$ cat src/rtl/mac_job_sched_pkg.sv
// Shared types and defaults for the MAC job scheduler and the MAC it feeds.
package mac_job_sched_pkg;

    localparam int NREQ_DEF    = 4;
    localparam int DW_DEF      = 16;
    localparam int LENW_DEF    = 8;
    localparam int MAC_LAT_DEF = 3;

    typedef enum logic [1:0] {
        IDLE  = 2'd0,
        RUN   = 2'd1,
        DRAIN = 2'd2
    } state_t;

    // Requester id width; never narrower than one bit.
    function automatic int id_width(input int n);
        return (n <= 2) ? 1 : $clog2(n);
    endfunction

endpackage

$ cat src/rtl/mac_job_sched_if.sv
// Requester-side bus of the MAC job scheduler: job requests, operand stream, results.
interface mac_job_sched_if
    import mac_job_sched_pkg::*;
#(
    parameter int NREQ = NREQ_DEF,
    parameter int DW   = DW_DEF,
    parameter int LENW = LENW_DEF
) ();
    localparam int IDW = id_width(NREQ);

    logic [NREQ-1:0]      req_valid;
    logic [NREQ*LENW-1:0] req_len;
    logic [NREQ-1:0]      req_ready;
    logic [NREQ-1:0]      in_valid;
    logic [NREQ*DW-1:0]   in_a;
    logic [NREQ*DW-1:0]   in_b;
    logic [NREQ-1:0]      in_ready;
    logic                 res_valid;
    logic [IDW-1:0]       res_id;
    logic [DW-1:0]        res_data;
    logic                 busy;

    // Requester engines side
    modport master (
        output req_valid, req_len, in_valid, in_a, in_b,
        input  req_ready, in_ready, res_valid, res_id, res_data, busy
    );

    // Scheduler side
    modport slave (
        input  req_valid, req_len, in_valid, in_a, in_b,
        output req_ready, in_ready, res_valid, res_id, res_data, busy
    );
endinterface

$ cat src/rtl/mac_job_sched_rr_arb.sv
// Circular-priority picker: first set request strictly after ptr, wrapping around.
module mac_rr_arb
    import mac_job_sched_pkg::*;
#(
    parameter int NREQ = NREQ_DEF
) (
    input  logic [NREQ-1:0]           req,
    input  logic [id_width(NREQ)-1:0] ptr,
    output logic [NREQ-1:0]           gnt,
    output logic [id_width(NREQ)-1:0] idx,
    output logic                      any
);
    localparam int IDW = id_width(NREQ);

    // Scan ptr+1 .. ptr+NREQ (mod NREQ); the last slot is ptr itself.
    always_comb begin
        int j;
        j   = 0;
        gnt = '0;
        idx = '0;
        any = 1'b0;
        for (int k = 1; k <= NREQ; k++) begin
            j = int'(ptr) + k;
            if (j >= NREQ) j = j - NREQ;
            if (!any && req[j]) begin
                gnt[j] = 1'b1;
                idx    = IDW'(j);
                any    = 1'b1;
            end
        end
    end
endmodule

$ cat src/rtl/mac_job_sched.sv
// Time-shares one pipelined MAC between NREQ requesters. A job is a stream of
// operand pairs; the MAC is never cleared, so each job's sum is the difference
// between the accumulator after the job drains and its value before it.
// Build option: MAC_SCHED_PRIO0_EN gives requester 0 absolute priority.
module mac_job_sched
    import mac_job_sched_pkg::*;
#(
    parameter int NREQ    = NREQ_DEF,
    parameter int DW      = DW_DEF,
    parameter int LENW    = LENW_DEF,
    parameter int MAC_LAT = MAC_LAT_DEF
) (
    input  logic          clk,
    input  logic          rst,
    mac_job_sched_if.slave bus,
    output logic [DW-1:0] mac_a,
    output logic [DW-1:0] mac_b,
    input  logic [DW-1:0] mac_acc
);
    localparam int IDW = id_width(NREQ);
    localparam int DCW = $clog2(MAC_LAT + 2);

    state_t          state, state_nxt;
    logic [IDW-1:0]  rr_ptr, id;
    logic [LENW-1:0] len, cnt;
    logic [DCW-1:0]  dcnt;
    logic [DW-1:0]   base;

    logic [NREQ-1:0] rr_gnt, win_gnt;
    logic [IDW-1:0]  rr_idx, win_idx;
    logic            rr_any, win_any, ptr_upd;
    logic [LENW-1:0] win_len;
    logic            sel_valid, accept, hs, drain_end;
    logic [DW-1:0]   sel_a, sel_b;

    mac_rr_arb #(.NREQ(NREQ)) u_arb (
        .req (bus.req_valid),
        .ptr (rr_ptr),
        .gnt (rr_gnt),
        .idx (rr_idx),
        .any (rr_any)
    );

`ifdef MAC_SCHED_PRIO0_EN
    // Requester 0 preempts the rotation and does not move the pointer.
    always_comb begin
        if (bus.req_valid[0]) begin
            win_gnt = NREQ'(1);
            win_idx = '0;
            win_any = 1'b1;
            ptr_upd = 1'b0;
        end else begin
            win_gnt = rr_gnt;
            win_idx = rr_idx;
            win_any = rr_any;
            ptr_upd = 1'b1;
        end
    end
`else
    assign win_gnt = rr_gnt;
    assign win_idx = rr_idx;
    assign win_any = rr_any;
    assign ptr_upd = 1'b1;
`endif

    // Length offered by the would-be winner, sampled only on accept.
    always_comb begin
        win_len = '0;
        for (int i = 0; i < NREQ; i++)
            if (win_idx == IDW'(i)) win_len = bus.req_len[i*LENW +: LENW];
    end

    // Operand lane of the active requester.
    always_comb begin
        sel_valid = 1'b0;
        sel_a     = '0;
        sel_b     = '0;
        for (int i = 0; i < NREQ; i++)
            if (id == IDW'(i)) begin
                sel_valid = bus.in_valid[i];
                sel_a     = bus.in_a[i*DW +: DW];
                sel_b     = bus.in_b[i*DW +: DW];
            end
    end

    assign drain_end = (state == DRAIN) && (dcnt == DCW'(MAC_LAT));

    // Next state and handshake strobes.
    always_comb begin
        state_nxt     = state;
        bus.req_ready = '0;
        bus.in_ready  = '0;
        accept        = 1'b0;
        hs            = 1'b0;
        unique case (state)
            IDLE: if (win_any) begin
                accept        = 1'b1;
                bus.req_ready = win_gnt;
                state_nxt     = (win_len == '0) ? DRAIN : RUN;
            end
            RUN: begin
                bus.in_ready[id] = 1'b1;
                hs               = sel_valid;
                if (hs && cnt == len - LENW'(1)) state_nxt = DRAIN;
            end
            DRAIN: if (drain_end) state_nxt = IDLE;
            default: state_nxt = IDLE;
        endcase
    end

    // State register.
    always_ff @(posedge clk or posedge rst)
        if (rst) state <= IDLE;
        else     state <= state_nxt;

    // Job bookkeeping, MAC operand feed and result capture.
    always_ff @(posedge clk or posedge rst) begin
        if (rst) begin
            rr_ptr        <= IDW'(NREQ - 1);
            id            <= '0;
            len           <= '0;
            cnt           <= '0;
            dcnt          <= '0;
            base          <= '0;
            mac_a         <= '0;
            mac_b         <= '0;
            bus.res_valid <= 1'b0;
            bus.res_id    <= '0;
            bus.res_data  <= '0;
        end else begin
            // Zero pairs keep the accumulator still while stalled or idle.
            mac_a         <= hs ? sel_a : '0;
            mac_b         <= hs ? sel_b : '0;
            bus.res_valid <= 1'b0;
            dcnt          <= (state == DRAIN) ? dcnt + DCW'(1) : '0;
            if (accept) begin
                len <= win_len;
                id  <= win_idx;
                cnt <= '0;
                if (ptr_upd) rr_ptr <= win_idx;
            end
            if (hs) cnt <= cnt + LENW'(1);
            if (drain_end) begin
                bus.res_data  <= mac_acc - base;
                bus.res_id    <= id;
                bus.res_valid <= 1'b1;
                base          <= mac_acc;
            end
        end
    end

    assign bus.busy = (state != IDLE);
endmodule

$ cat src/flat_wrapper.sv
// flat-port wrapper written by rule: the top's interface ports become plain ports
module mac_job_sched_flat import mac_job_sched_pkg::*;
#(
    parameter int NREQ    = NREQ_DEF,
    parameter int DW      = DW_DEF,
    parameter int LENW    = LENW_DEF,
    parameter int MAC_LAT = MAC_LAT_DEF
)
  (clk, rst, mac_a, mac_b, mac_acc, bus_req_valid, bus_req_len, bus_in_valid, bus_in_a, bus_in_b, bus_req_ready, bus_in_ready, bus_res_valid, bus_res_id, bus_res_data, bus_busy);
  mac_job_sched_if #(.NREQ(NREQ), .DW(DW), .LENW(LENW)) bus_i ();
  input  logic clk;
  input  logic rst;
  output logic [DW-1:0] mac_a;
  output logic [DW-1:0] mac_b;
  input  logic [DW-1:0] mac_acc;
  input wire logic [$bits(bus_i.req_valid)-1:0] bus_req_valid;
  input wire logic [$bits(bus_i.req_len)-1:0] bus_req_len;
  input wire logic [$bits(bus_i.in_valid)-1:0] bus_in_valid;
  input wire logic [$bits(bus_i.in_a)-1:0] bus_in_a;
  input wire logic [$bits(bus_i.in_b)-1:0] bus_in_b;
  output wire logic [$bits(bus_i.req_ready)-1:0] bus_req_ready;
  output wire logic [$bits(bus_i.in_ready)-1:0] bus_in_ready;
  output wire logic [$bits(bus_i.res_valid)-1:0] bus_res_valid;
  output wire logic [$bits(bus_i.res_id)-1:0] bus_res_id;
  output wire logic [$bits(bus_i.res_data)-1:0] bus_res_data;
  output wire logic [$bits(bus_i.busy)-1:0] bus_busy;
  assign bus_i.req_valid = bus_req_valid;
  assign bus_i.req_len = bus_req_len;
  assign bus_i.in_valid = bus_in_valid;
  assign bus_i.in_a = bus_in_a;
  assign bus_i.in_b = bus_in_b;
  assign bus_req_ready = bus_i.req_ready;
  assign bus_in_ready = bus_i.in_ready;
  assign bus_res_valid = bus_i.res_valid;
  assign bus_res_id = bus_i.res_id;
  assign bus_res_data = bus_i.res_data;
  assign bus_busy = bus_i.busy;
  mac_job_sched #(.NREQ(NREQ), .DW(DW), .LENW(LENW), .MAC_LAT(MAC_LAT)) u_core (.clk(clk), .rst(rst), .bus(bus_i), .mac_a(mac_a), .mac_b(mac_b), .mac_acc(mac_acc));
endmodule
$ cat config.mk
export PLATFORM = sky130hd
export DESIGN_NAME = mac_job_sched_flat
export DESIGN_NICKNAME = d
export VERILOG_FILES = /design/src/rtl/mac_job_sched_pkg.sv /design/src/rtl/mac_job_sched_if.sv /design/src/rtl/mac_job_sched_rr_arb.sv /design/src/rtl/mac_job_sched.sv /design/src/flat_wrapper.sv
export SDC_FILE = /design/constraint.sdc
export NUM_CORES = 1
export LEC_CHECK = 0
export ABC_AREA = 1
export CORE_ASPECT_RATIO = 0.6
export CORE_MARGIN = 10
export CORE_UTILIZATION = 48
export CTS_BUF_LIST = sky130_fd_sc_hd__clkbuf_4 sky130_fd_sc_hd__clkbuf_8
export CTS_CLUSTER_DIAMETER = 200
export DETAILED_ROUTE_END_ITERATION = 10
export PLACE_DENSITY = 0.89
export SYNTH_ARGS = -nofsm -noshare
export SYNTH_HDL_FRONTEND = slang
export SYNTH_SLANG_ARGS = --single-unit
$ cat constraint.sdc
create_clock -name clk -period 5.9 [get_ports clk]
set_clock_uncertainty 0.15 [all_clocks]
set_input_delay 1.18 -clock clk [delete_from_list [all_inputs] [get_ports clk]]
set_output_delay 1.18 -clock clk [all_outputs]
set_load 0.01 [all_outputs]
==> impl_metrics.json <==
{
  "outcome": "completed",
  "grt_pass1_wl_um": 33430,
  "final_nets": 1218,
  "tritoncts": "built",
  "drive_gt1_frac": 0.04847,
  "dieWidth_um": 161.9,
  "cts_sinks": 92,
  "layout.cells.non_filler": 1171,
  "wl_met2_um": 9944,
  "drtPass1Iterations": 5,
  "port_buffers": 245,
  "via_per_inst": 5.402,
  "h-tree-depth": 3,
  "maxCapViolations": 0,
  "grt_overflow": 0,
  "tns_ps": 0,
  "final_common_cell": "clkdlybuf4s50_1",
  "synthArstFlopShare": 1.000,
  "initial_core_util": 0.5017,
  "yosys_warnings": 0,
  "drt-met1-wl_um": 9382,
  "start_kind": "primary input",
  "endpoint_kind": "primary output",
  "power_density_nw_per_um2": 443.0,
  "place_inst": 1155,
  "die-area_sq_um": 17030,
  "post_cts_resized": 0,
  "synth_compound_area_frac": 0.1890,
  "ys_types": 41,
  "synth_top_family_by_area": "simple AND/OR/NAND/NOR gates",
  "place.gp.congestion": 0.8988,
  "num_io_pins": 246,
  "wl_per_cell_um": 18.49,
  "hold_violations": 0,
  "cp_data_arrival_time_ps": 3550,
  "synth-xor-area-share": 0.02114,
  "rsz0062_at_grt": "false",
  "grt.total_usage": 0.2429,
  "clk_pin_slew_ps": 80,
  "synth_flop_cell": "dfrtp_1",
  "slew_headroom": 0.1251,
  "synth_seq_cells": 92,
  "cts_inserted_buffers": 9,
  "required_ps": 4570,
  "hp-class": "reg2reg",
  "worst_pin_slew_ps": 1308,
  "drt_wl_total_um": 21650,
  "vias": 6326,
  "row_count": 30,
  "syn-num-nets": 988,
  "hpwlAfterDp_um": 16980,
  "antenna_found_initial": 0,
  "critPathKind": "in2out",
  "antenna_left": 0,
  "grt_max_degree": 48,
  "synthMuxAreaShare": 0,
  "remaining_drc_errors": 0,
  "core_sq_um": 11560,
  "worstPathMaxFanout": 18,
  "power.leakage_nw": 3.942,
  "synth_fa_ha_area_frac": 0.05738,
  "irDropWorstVdd_mv": 0.2542,
  "cts_max_path_buffers": 2,
  "antenna_cells": 0,
  "ctsHoldBuffers": 0,
  "final_cell_mix": "clkdlybuf4s50_1, nand2_1, nor2_1, dfrtp_1, inv_1",
  "drt_iter0_markers": 571,
  "die_h_um": 105.2,
  "slew_violations": 0,
  "setup_viol": 0,
  "synthCells": 776,
  "clk_latency_ps": 360,
  "cts_setup_buffers": 0,
  "period_minus_slack_ps": 4883,
  "syn_avg_cell_area_sq_um": 7.475,
  "top_layer": "met4",
  "synth-seq-area-share": 0.3973,
  "cts_root_buffer": "clkbuf_8",
  "synth_simple_gate_area_share": 0.2552,
  "fmax_mhz": 204.8,
  "wl_met3_um": 1932,
  "syn_area_sq_um": 5801,
  "fin_crit_sh": 0.8277,
  "first_global_vias": 6147,
  "syn_to_final_growth_pct": 47.39,
  "synth_edf_count": 0
}
[per-layer routing]
layer | GRT usage | up-vias
met5 | 0 | -
met4 | 0.06080 | 0
met3 | 0.07132 | 29
met2 | 0.3920 | 296
met1 | 0.3118 | 2957
li1 | - | 3044
[power by group]
part | internal [mW] | switching (mW) | leakage (nW)
Combinational | 0.915 | 1.45 | 2.75
Clock | 0.214 | 0.219 | 0.105
Sequential | 0.835 | 0.150 | 1.09
[worst paths after layout]
kind / cells after the start / end / slack (ps) / from
worst max-delay path: 12 / bus_req_ready[3] / 1020 / bus_req_valid[3]
worst min-delay path: 1 / u_core.dcnt[0]$_DFF_PP0_ / 290 / u_core.dcnt[0]$_DFF_PP0_
worst max register to register: 14 / u_core.state[0]$_DFFE_PP0P_ / 2480 / u_core.rr_ptr[0]$_DFFE_PP1P_
worst min register to register: 1 / u_core.dcnt[0]$_DFF_PP0_ / 290 / u_core.dcnt[0]$_DFF_PP0_
max in group asynchronous: 3 / u_core.base[1]$_DFFE_PP0P_ / 3490 / rst
min in group asynchronous: 2 / u_core.mac_b[10]$_DFF_PP0_ / 1090 / rst
[Yosys cell counts, types with 3 or more instances]
cell / number / area (sq um)
a21oi_1: 36 / 180.2
a211oi_1: 17 / 127.6
buf_1: 3 / 11.26
nand2_4: 3 / 33.78
xor2_1: 12 / 105.1
nand4_1: 4 / 25.02
nand2_2: 8 / 50.05
nand3_2: 3 / 30.03
nor2_1: 106 / 397.9
o22ai_1: 16 / 100.1
nor3_1: 9 / 45.04
o21ai_0: 77 / 385.4
o31ai_1: 4 / 30.03
clkbuf_1: 23 / 86.33
nand3_1: 42 / 210.2
ha_1: 25 / 312.8
dfrtp_1: 90 / 2252
a221oi_1: 18 / 157.7
nand2_1: 159 / 596.8
nor2_4: 3 / 33.78
inv_2: 3 / 11.26
inv_1: 86 / 322.8
[sequential cells by signal (all words and copies together), names as in the netlist, 3 cells and up]
signal               count
u_core.base             16
u_core.bus.res_data     16
u_core.mac_a            16
u_core.mac_b            16
u_core.cnt               8
u_core.len               8
u_core.dcnt              3
[cell type report]
class	instances	area (sq um)
clock inverter	3	40.04
fill	932	3012
tap	160	200.2
timing repair buffer	249	2482
inverter	89	336.6
clock buffer	13	153.9
sequential	92	2305
multi-input combinational	565	3032
[cells by family (layout without fill, tap and decap cells)]
family | count (synthesis) | in the layout
AND/OR/NAND/NOR | 344 | 344
XOR/XNOR | 14 | 14
flip-flops | 92 | 92
adder cells (fa/ha/maj) | 26 | 26
AO/OA/AOI/OAI | 181 | 181
buffers and inverters | 119 | 354
[critical path, stage by stage]
cell and delay [ps]:
clkdlybuf4s50_1 570, nand2_1 140, nand2_2 120, nand2_1 70
o21ai_2 90, nor2_1 90, inv_1 50, nand2_1 300
inv_2 250, nand2_1 80, inv_1 50, clkdlybuf4s50_1 560
[stage by stage]
| stage | setup WS, ps | total power [mW] | hold WS (ps) | instance area, sq um | utilization |
|---|---|---|---|---|---|
| detailed placement | 1075 | 3.335 | 281.3 | 8356 | 0.7227 |
| global placement | 1169 | 3.273 | 275.1 | 8356 | 0.7227 |
| global route | 796.9 | 4.087 | 309.4 | 8549 | 0.7395 |
| CTS | 1071 | 3.779 | 292.3 | 8549 | 0.7395 |
| floorplan | 2181 | 2.473 | 259.9 | 5801 | - |
| finish | 1017 | 3.787 | 287.3 | 8549 | 0.7395 |
No activity file was read; power rests on OpenSTA's default activity.
